**src/rtl/ldc_gate_arbiter.sv**
```systemverilog
`default_nettype none
// +----------------------------------------------------------------------------+
// | Module   : ldc_gate_arbiter                                                |
// | Purpose  : Round-robin arbiter sequencing D/G/CLR of a shared latch bank.  |
// |            Optional LDC_ARB_PRIO0_EN gives requester 0 fixed priority.     |
// | Revision : 1.0 - initial release                                           |
// +----------------------------------------------------------------------------+
module ldc_gate_arbiter #(
  parameter int NREQ     = 4,
  parameter int WIDTH    = 8,
  parameter int GATE_CYC = 2,
  parameter int GAP_CYC  = 1
) (
  input  logic                    C,
  input  logic                    R_N,
  input  logic [NREQ-1:0]         REQ,
  input  logic [NREQ-1:0]         REQ_CLR,
  input  logic [NREQ*WIDTH-1:0]   DIN,
  output logic [NREQ-1:0]         GNT,
  output logic [NREQ-1:0]         DONE,
  output logic                    BUSY,
  output logic [WIDTH-1:0]        LAT_D,
  output logic                    LAT_G,
  output logic                    LAT_CLR
);

  localparam int C_IW   = (NREQ > 1) ? $clog2(NREQ) : 1;
  localparam int C_MAXC = (GATE_CYC > GAP_CYC) ? GATE_CYC : GAP_CYC;
  localparam int C_CW   = $clog2(C_MAXC) + 1;

  typedef enum logic [1:0] {
    ST_IDLE  = 2'd0,
    ST_SETUP = 2'd1,
    ST_GATE  = 2'd2,
    ST_HOLD  = 2'd3
  } state_t;

  state_t            r_state;
  logic [C_CW-1:0]   r_cnt;
  logic [C_IW-1:0]   r_ptr;
  logic              r_clr;

  logic [C_IW-1:0]   w_win;
  logic              w_any;
  logic              w_prio;
  logic [WIDTH-1:0]  w_din;
  logic [NREQ-1:0]   w_onehot;
  logic [C_IW-1:0]   w_ptr_next;

  // Round-robin search from r_ptr; descending loop lets the nearest requester win.
  always_comb begin
    w_win  = '0;
    w_any  = |REQ;
    w_prio = 1'b0;
    for (int k = NREQ - 1; k >= 0; k--) begin
      if (REQ[(int'(r_ptr) + k) % NREQ]) begin
        w_win = C_IW'((int'(r_ptr) + k) % NREQ);
      end
    end
`ifdef LDC_ARB_PRIO0_EN
    if (REQ[0]) begin
      w_win  = '0;
      w_prio = 1'b1;
    end
`endif
  end

  always_comb begin
    w_din      = DIN[int'(w_win)*WIDTH +: WIDTH];
    w_onehot   = NREQ'(1) << w_win;
    w_ptr_next = (w_win == C_IW'(NREQ - 1)) ? '0 : w_win + 1'b1;
  end

  always_ff @(posedge C) begin
    if (!R_N) begin
      r_state <= ST_IDLE;
      r_cnt   <= '0;
      r_ptr   <= '0;
      r_clr   <= 1'b0;
      GNT     <= '0;
      DONE    <= '0;
      BUSY    <= 1'b0;
      LAT_D   <= '0;
      LAT_G   <= 1'b0;
      LAT_CLR <= 1'b0;
    end else begin
      DONE <= '0;
      case (r_state)
        ST_IDLE: begin
          if (w_any) begin
            r_state <= ST_SETUP;
            GNT     <= w_onehot;
            BUSY    <= 1'b1;
            r_clr   <= REQ_CLR[w_win];
            LAT_D   <= REQ_CLR[w_win] ? '0 : w_din;
            if (!w_prio) begin
              r_ptr <= w_ptr_next;
            end
          end
        end
        ST_SETUP: begin
          r_state <= ST_GATE;
          r_cnt   <= C_CW'(GATE_CYC);
          LAT_G   <= ~r_clr;
          LAT_CLR <= r_clr;
        end
        ST_GATE: begin
          if (r_cnt == C_CW'(1)) begin
            r_state <= ST_HOLD;
            r_cnt   <= C_CW'(GAP_CYC);
            LAT_G   <= 1'b0;
            LAT_CLR <= 1'b0;
            if (GAP_CYC == 1) begin
              DONE <= GNT;
            end
          end else begin
            r_cnt <= r_cnt - 1'b1;
          end
        end
        ST_HOLD: begin
          // DONE is registered, so it is launched one edge before the last HOLD cycle ends.
          if (r_cnt == C_CW'(1)) begin
            r_state <= ST_IDLE;
            GNT     <= '0;
            BUSY    <= 1'b0;
            LAT_D   <= '0;
          end else begin
            r_cnt <= r_cnt - 1'b1;
            if (r_cnt == C_CW'(2)) begin
              DONE <= GNT;
            end
          end
        end
        default: begin
          r_state <= ST_IDLE;
        end
      endcase
    end
  end

endmodule
`default_nettype wire
```
**config.mk**
```make
export PLATFORM = sky130hd
export DESIGN_NAME = ldc_gate_arbiter
export DESIGN_NICKNAME = d
export VERILOG_FILES = /design/src/rtl/ldc_gate_arbiter.sv
export SDC_FILE = /design/constraint.sdc
export NUM_CORES = 1
export LEC_CHECK = 0
export ABC_AREA = 1
export BUFFER_PORTS_ARGS = -buffer_cell sky130_fd_sc_hd__buf_2
export CORE_ASPECT_RATIO = 0.7
export CORE_UTILIZATION = 45
export DETAILED_ROUTE_END_ITERATION = 8
export GPL_TIMING_DRIVEN = 0
export PLACE_DENSITY = 0.73
export SLEW_MARGIN = 20
export SYNTH_ARGS = -nofsm -noshare
export SYNTH_HDL_FRONTEND = slang
export SYNTH_SLANG_ARGS = --single-unit
```
**constraint.sdc**
```tcl
create_clock -name C -period 2.25 [get_ports C]
set_input_delay 0.1125 -clock C [delete_from_list [all_inputs] [get_ports C]]
set_output_delay 0.1125 -clock C [all_outputs]
set_load 0.05 [all_outputs]
```
# Word-level counts from Yosys, hierarchy flattened
# Cells that the tools add are included.
[word_totals]
regBits = 26
input_bits = 42
wordCells = 90
[op_classes]
addsub = 5
order_cmp = 5
eq_ne = 10
n_shift = 2
muxes = 41
bitwise_logic = 4
n_reduce_logical = 13
[op_table]
columns = ["cell", "n"]
rows = [
  ["indexed part select 32 x 6 -> 8 bit", 1],
  ["two-way mux 8 bit", 3],
  ["two-way mux 2 bit", 10],
  ["two-way mux 4 bit", 5],
  ["case mux 4 bit (2 select lines)", 2],
  ["case mux 8 bit (2 select lines)", 1],
  ["< comparator 3 x 4 -> 1 bit (second input constant)", 3],
  ["binary-select mux 1 bit (select 2 bit)", 5],
  ["two-way mux 1 bit", 10],
  ["equality test 2 bit (second input constant)", 4],
  ["inequality test 2 bit (second input constant)", 4],
  ["case mux 2 bit (4 select lines)", 1],
  ["< comparator 2 x 3 -> 1 bit (second input constant)", 2],
  ["case mux 1 bit (2 select lines)", 3],
  ["case mux 2 bit (3 select lines)", 1],
  ["AND reduction 2 bit", 3],
  ["AND reduction 3 bit", 2],
  ["OR reduction 2 bit", 3],
  ["adder 2 x 1 -> 2 bit (second input constant)", 2],
  ["adder 2 bit (second input constant)", 2],
  ["equality test 2 x 1 -> 1 bit (second input constant)", 2],
  ["nonzero test 2 bit", 2],
  ["OR reduction 4 bit", 1],
  ["<< shifter 1 x 2 -> 4 bit (first input constant)", 1],
  ["5 further kinds", 7],
]

# Depth between registers and ports, before layout
[depth]
word_depth = 15
ltp_mapped = 16

# Worst setup path after synthesis
# Ideal clock, no wire load.
[synth_timing]
kind = "register to register"
start = "register r_ptr[0]"
end = "register r_ptr[1]"
setup_time_ps = 118
arrival_ps = 1685
t_required_ps = 2132
setup_slack_ps = 447
path_stages_with_launch = 14
n_path_buf = 2
cell_sequence = "dfxtp_1 -> buf_6 -> inv_2 -> nand2_1 -> nand3_1 -> nand2_1 -> nand3_2 -> nand2_2 -> nand2_4 -> nand2_2 -> buf_2 -> ha_1 -> nor3_1 -> nor2_1"
[synth_between]
elab_chain_len = 10
[synth_lines]
columns = ["item", "line_no", "text"]
rows = [
  ["start: declaration", "40", "logic [C_IW-1:0] r_ptr;"],
  ["start signal: assignment", "97", "r_ptr <= w_ptr_next;"],
  ["adder 2 bit", "56, 57", ""],
  ["binary-select mux 1 bit (select 2 bit)", "56", "if (REQ[(int'(r_ptr) + k) % NREQ]) begin"],
  ["two-way mux 1 bit (not written as such) (2 in series)", "56", ""],
  ["two-way mux 2 bit (3 in series)", "56", ""],
  ["two-way mux 2 bit (*)", "56", ""],
  ["adder 2 x 1 -> 2 bit or equality test 2 bit (tied branches)", "71", "w_ptr_next = (w_win == C_IW'(NREQ - 1)) ? '0 : w_win + 1'b1;"],
  ["two-way mux 2 bit (*)", "71", ""],
  ["via w_ptr_next[1]", "48", "logic [C_IW-1:0] w_ptr_next;"],
]
# The timed path passes the listed nets; every way through them passes the cells marked *. The select of a mux whose other input is x is not followed.
# A chain may end at the register's enable or synchronous reset.

# Worst setup path in the final report
[layout_timing]
start = "register r_ptr[0]"
end = "register GNT[2]"
[layout_between]
elab_chain_len = 11
[layout_lines]
columns = ["item", "line_no", "text"]
rows = [
  ["adder 2 bit", "56, 57", ""],
  ["binary-select mux 1 bit (select 2 bit)", "56", ""],
  ["two-way mux 1 bit (not written as such) (2 in series)", "56", ""],
  ["two-way mux 2 bit (3 in series)", "56", ""],
  ["two-way mux 2 bit (*)", "56", ""],
  ["<< shifter 1 x 2 -> 4 bit (*)", "70", "w_onehot = NREQ'(1) << w_win;"],
  ["two-way mux 4 bit (*)", "90", "if (w_any) begin"],
  ["case mux 4 bit (2 select lines) (*)", "88", "case (r_state)"],
  ["end signal: assignment", "92", "GNT <= w_onehot;"],
  ["end: declaration", "19", "output logic [NREQ-1:0] GNT,"],
]
# Every way passes the cells marked *; elsewhere a longest branch is shown, timed or not. The select of a mux whose other input is x is not followed.

==> flow_summary.yaml <==
floorplanning:
  core-area_mm2: 0.00363
  die_width_um: 76.7
  die_area_mm2: 0.00416
  std_cell_rows: 18
  io_pins: 61
  die_h_um: 54.3
  initial_core_util_pct: 48.5
synthesis:
  synth_fp_nets: 326
  ys_ff_latch: 26
  synth_edf_count: 0
  ys.flop_type: "dfxtp_1"
  async_flop_share_pct: 0
  yosysTopAreaCellShare_pct: 29.6
  ys_seq_area_share_pct: 29.6
  ys.warnings.count: 0
  synth_cells: 273
  synth_cell_type_count: 28
  syn_area_per_cell_um2: 6.44
  syn_area_mm2: 0.00176
  netlist.top_cell.by_area: "dfxtp_1"
  synth.area.top_cells: "dfxtp_1, nand3_1, nand2_1"
sta:
  relSlewSlack_pct: 62.7
  hold_viol: 0
  period_share_pct: 91.6
  layout_setup_ws_ns: 0.190
  slew_viol_final: 0
  period_needed_ns: 2.06
  setup_viol: 0
  setup_tns_ns: 0
  worst_pin_slew_ns: 0.554
  skew_ns: 0.00696
  max_freq_mhz: 485
  rsz0062_at_grt: "no"
drt:
  first_iter_violations: 62
  wl_per_cell_um: 11.0
  route.detailed.drc: 0
  dr_total_vias: 1902
  ant_nets: 0
  dr.pass1.iters: 4
  wl_mm: 4.25
  avgViaCountPerCell: 4.91
global_route:
  antenna_found_initial: 0
  use_met2_pct: 39.6
  top_usage_layer: "met2"
  grt_pass1_wl_mm: 7.31
  overflow: 0
  grt_pass1_vias: 1682
  grtUsageMet1_pct: 28.3
  grt_max_degree: 16
  gr-usage-met3_pct: 5.67
  grtUsageTotal_pct: 22.1
pwr:
  power_leakage_nw: 1.24
  powerDensity_mw_per_mm2: 1560
  peakVddDrop_mv: 0.886
critical_path:
  worstPathRequired_ns: 2.40
  crit_type: "flop to flop"
  critPathMaxFanout: 11
  crit_path_end_kind: "flop"
  crit_family: "simple AND/OR/NAND/NOR gates"
  cp-start-kind: "flop"
  crit_slowest_cell: "dfxtp_1"
  r2r_cells: 14
  r2r_start: "r_ptr[0]"
  reg2reg_setup_slack_ns: 0.19
  rr_endpoint: "GNT[2]"
  worst-path-buf-inv: 4
  crit_arrival_ns: 2.21
  slowest_delay_ns: 0.33
  crit_chain: "buf_6, inv_2, nand2_1, nand3_1, nand2_1, nand3_2, nand2_2, nand2_4, nand2_2, clkbuf_4, inv_1, ha_1, a22oi_1, nor2_1"
run_status:
  status: "finished, final reports clean"
cts:
  cts_sinks: 26
  cts_setup_buffers: 0
  cts_tree: "built"
  htreeDepth: 1
  cts_buffer_depth: 2
  clkTransAtPathRegs_ns: 0.09
  cts_resized: 0
  postCtsHoldBufs: 0
  root_buffer: "clkbuf_8"
  cts_buffers: 3
  clk_latency_ns: 0.27
placed_design:
  io_buffer_count: 60
  gp_congestion: 0.892
  place_ws_ns: 0.168
  place_hpwl_mm: 3.34
final_layout:
  fin_util_pct: 60.6
  drive_gt1_share_pct: 24.9
  fin_nets: 391
  diodes: 0
  syn_to_final_growth_pct: 24.9
hold_path:
  hold_depth: 3
  min-delay-start: "R_N"
  hold_path_end: "r_ptr[0]"
  hp-class: "input pin to flop"
flow_run:
  max_cap_viol_count: 0
## through the flow
stage               power, mW  std cells  area (µm²)  hold slack (ns)
global route             3.73        387        2200            0.112
finish                   3.43        387        2200            0.102
global placement         2.99        383        2120            0.388
CTS                      3.41        387        2190           0.0964
detailed placement       3.01        383        2120            0.391
floorplan                2.52        273        1760            0.251
## worst min-delay path, cell delays in order
cell     delay (ns)
buf_2          0.11
o21ai_0        0.07
a21oi_1        0.04
## worst max-delay path by stage
| stage | startpoint | endpoint | slack (ns) | cells after the start |
|---|---|---|---|---|
| 2_1_floorplan | r_ptr[0] | r_ptr[1] | 0.45 | 13 |
| 3_3_place_gp | r_ptr[0] | r_ptr[1] | 0.20 | 13 |
| 3_5_place_dp | r_ptr[0] | GNT[2] | 0.17 | 14 |
| 4_1_cts | r_ptr[0] | GNT[2] | 0.16 | 14 |
| 5_1_grt | r_ptr[0] | r_ptr[1] | 0.02 | 13 |
| 6_report | r_ptr[0] | GNT[2] | 0.19 | 14 |
## placed cells by master, fill, tap and decap left out, types with 2 or more instances in the layout
master	netlist	layout
nand3_1	52	52
nand3_2	2	2
buf_6	2	2
nand2_2	3	3
clkbuf_8	0	3
dfxtp_1	26	26
buf_2	3	62
ha_1	11	11
clkbuf_1	4	3
nor3_1	2	2
o21ai_0	7	7
inv_2	4	4
inv_1	49	49
a22oi_1	4	4
nand2_4	2	2
nor2_1	15	15
nand2_1	58	58
a21oi_1	18	18
## sequential cells by signal (all words and copies together) (netlist names)
register	cells
r_state	2
BUSY	1
r_cnt	2
r_clr	1
LAT_D	8
GNT	4
r_ptr	2
DONE	4
LAT_G	1
LAT_CLR	1
## logic make-up (layout without fill, tap and decap cells)
kind of cell | count (synthesis) | in the layout | share of synthesized area, %
buffers and inverters | 63 | 127 | 14.7
adders and majority gates | 11 | 11 | 7.83
AOI/OAI and AO/OA | 35 | 35 | 11.1
DFF | 26 | 26 | 29.6
and+or+nand+nor | 138 | 138 | 36.7
## Yosys cell counts, types with 2 or more instances
master,n
buf_6,2
a22oi_1,4
nand2_4,2
nand3_2,2
nor2_1,15
clkbuf_1,4
inv_2,4
dfxtp_1,26
a21oi_1,18
o21ai_0,7
buf_2,3
nand2_2,3
ha_1,11
inv_1,49
nor3_1,2
nand3_1,52
nand2_1,58
## where the power goes
group	internal, mW	leakage, nW	switching, mW
logic	0.723	0.987	1.57
clock network	0.238	0.0357	0.145
registers	0.631	0.213	0.121
total	1.59	1.24	1.83
## routing by layer
layer / share of wire (%) / wire (µm)
met5: 0 / 0
met4: 0 / 0
met3: 7.3 / 311
met2: 42 / 1800
met1: 50 / 2140
## area by class of cell
class                      instances  area (µm²)
tap                               50        62.6
buffer                            10        63.8
multi-input combinational        184         978
timing repair buffer              60         300
fill                             358        1430
inverter                          53         199
clock inverter                     1        30.0
clock buffer                       3        41.3
sequential                        26         520
(Power assumes the default switching activity.)
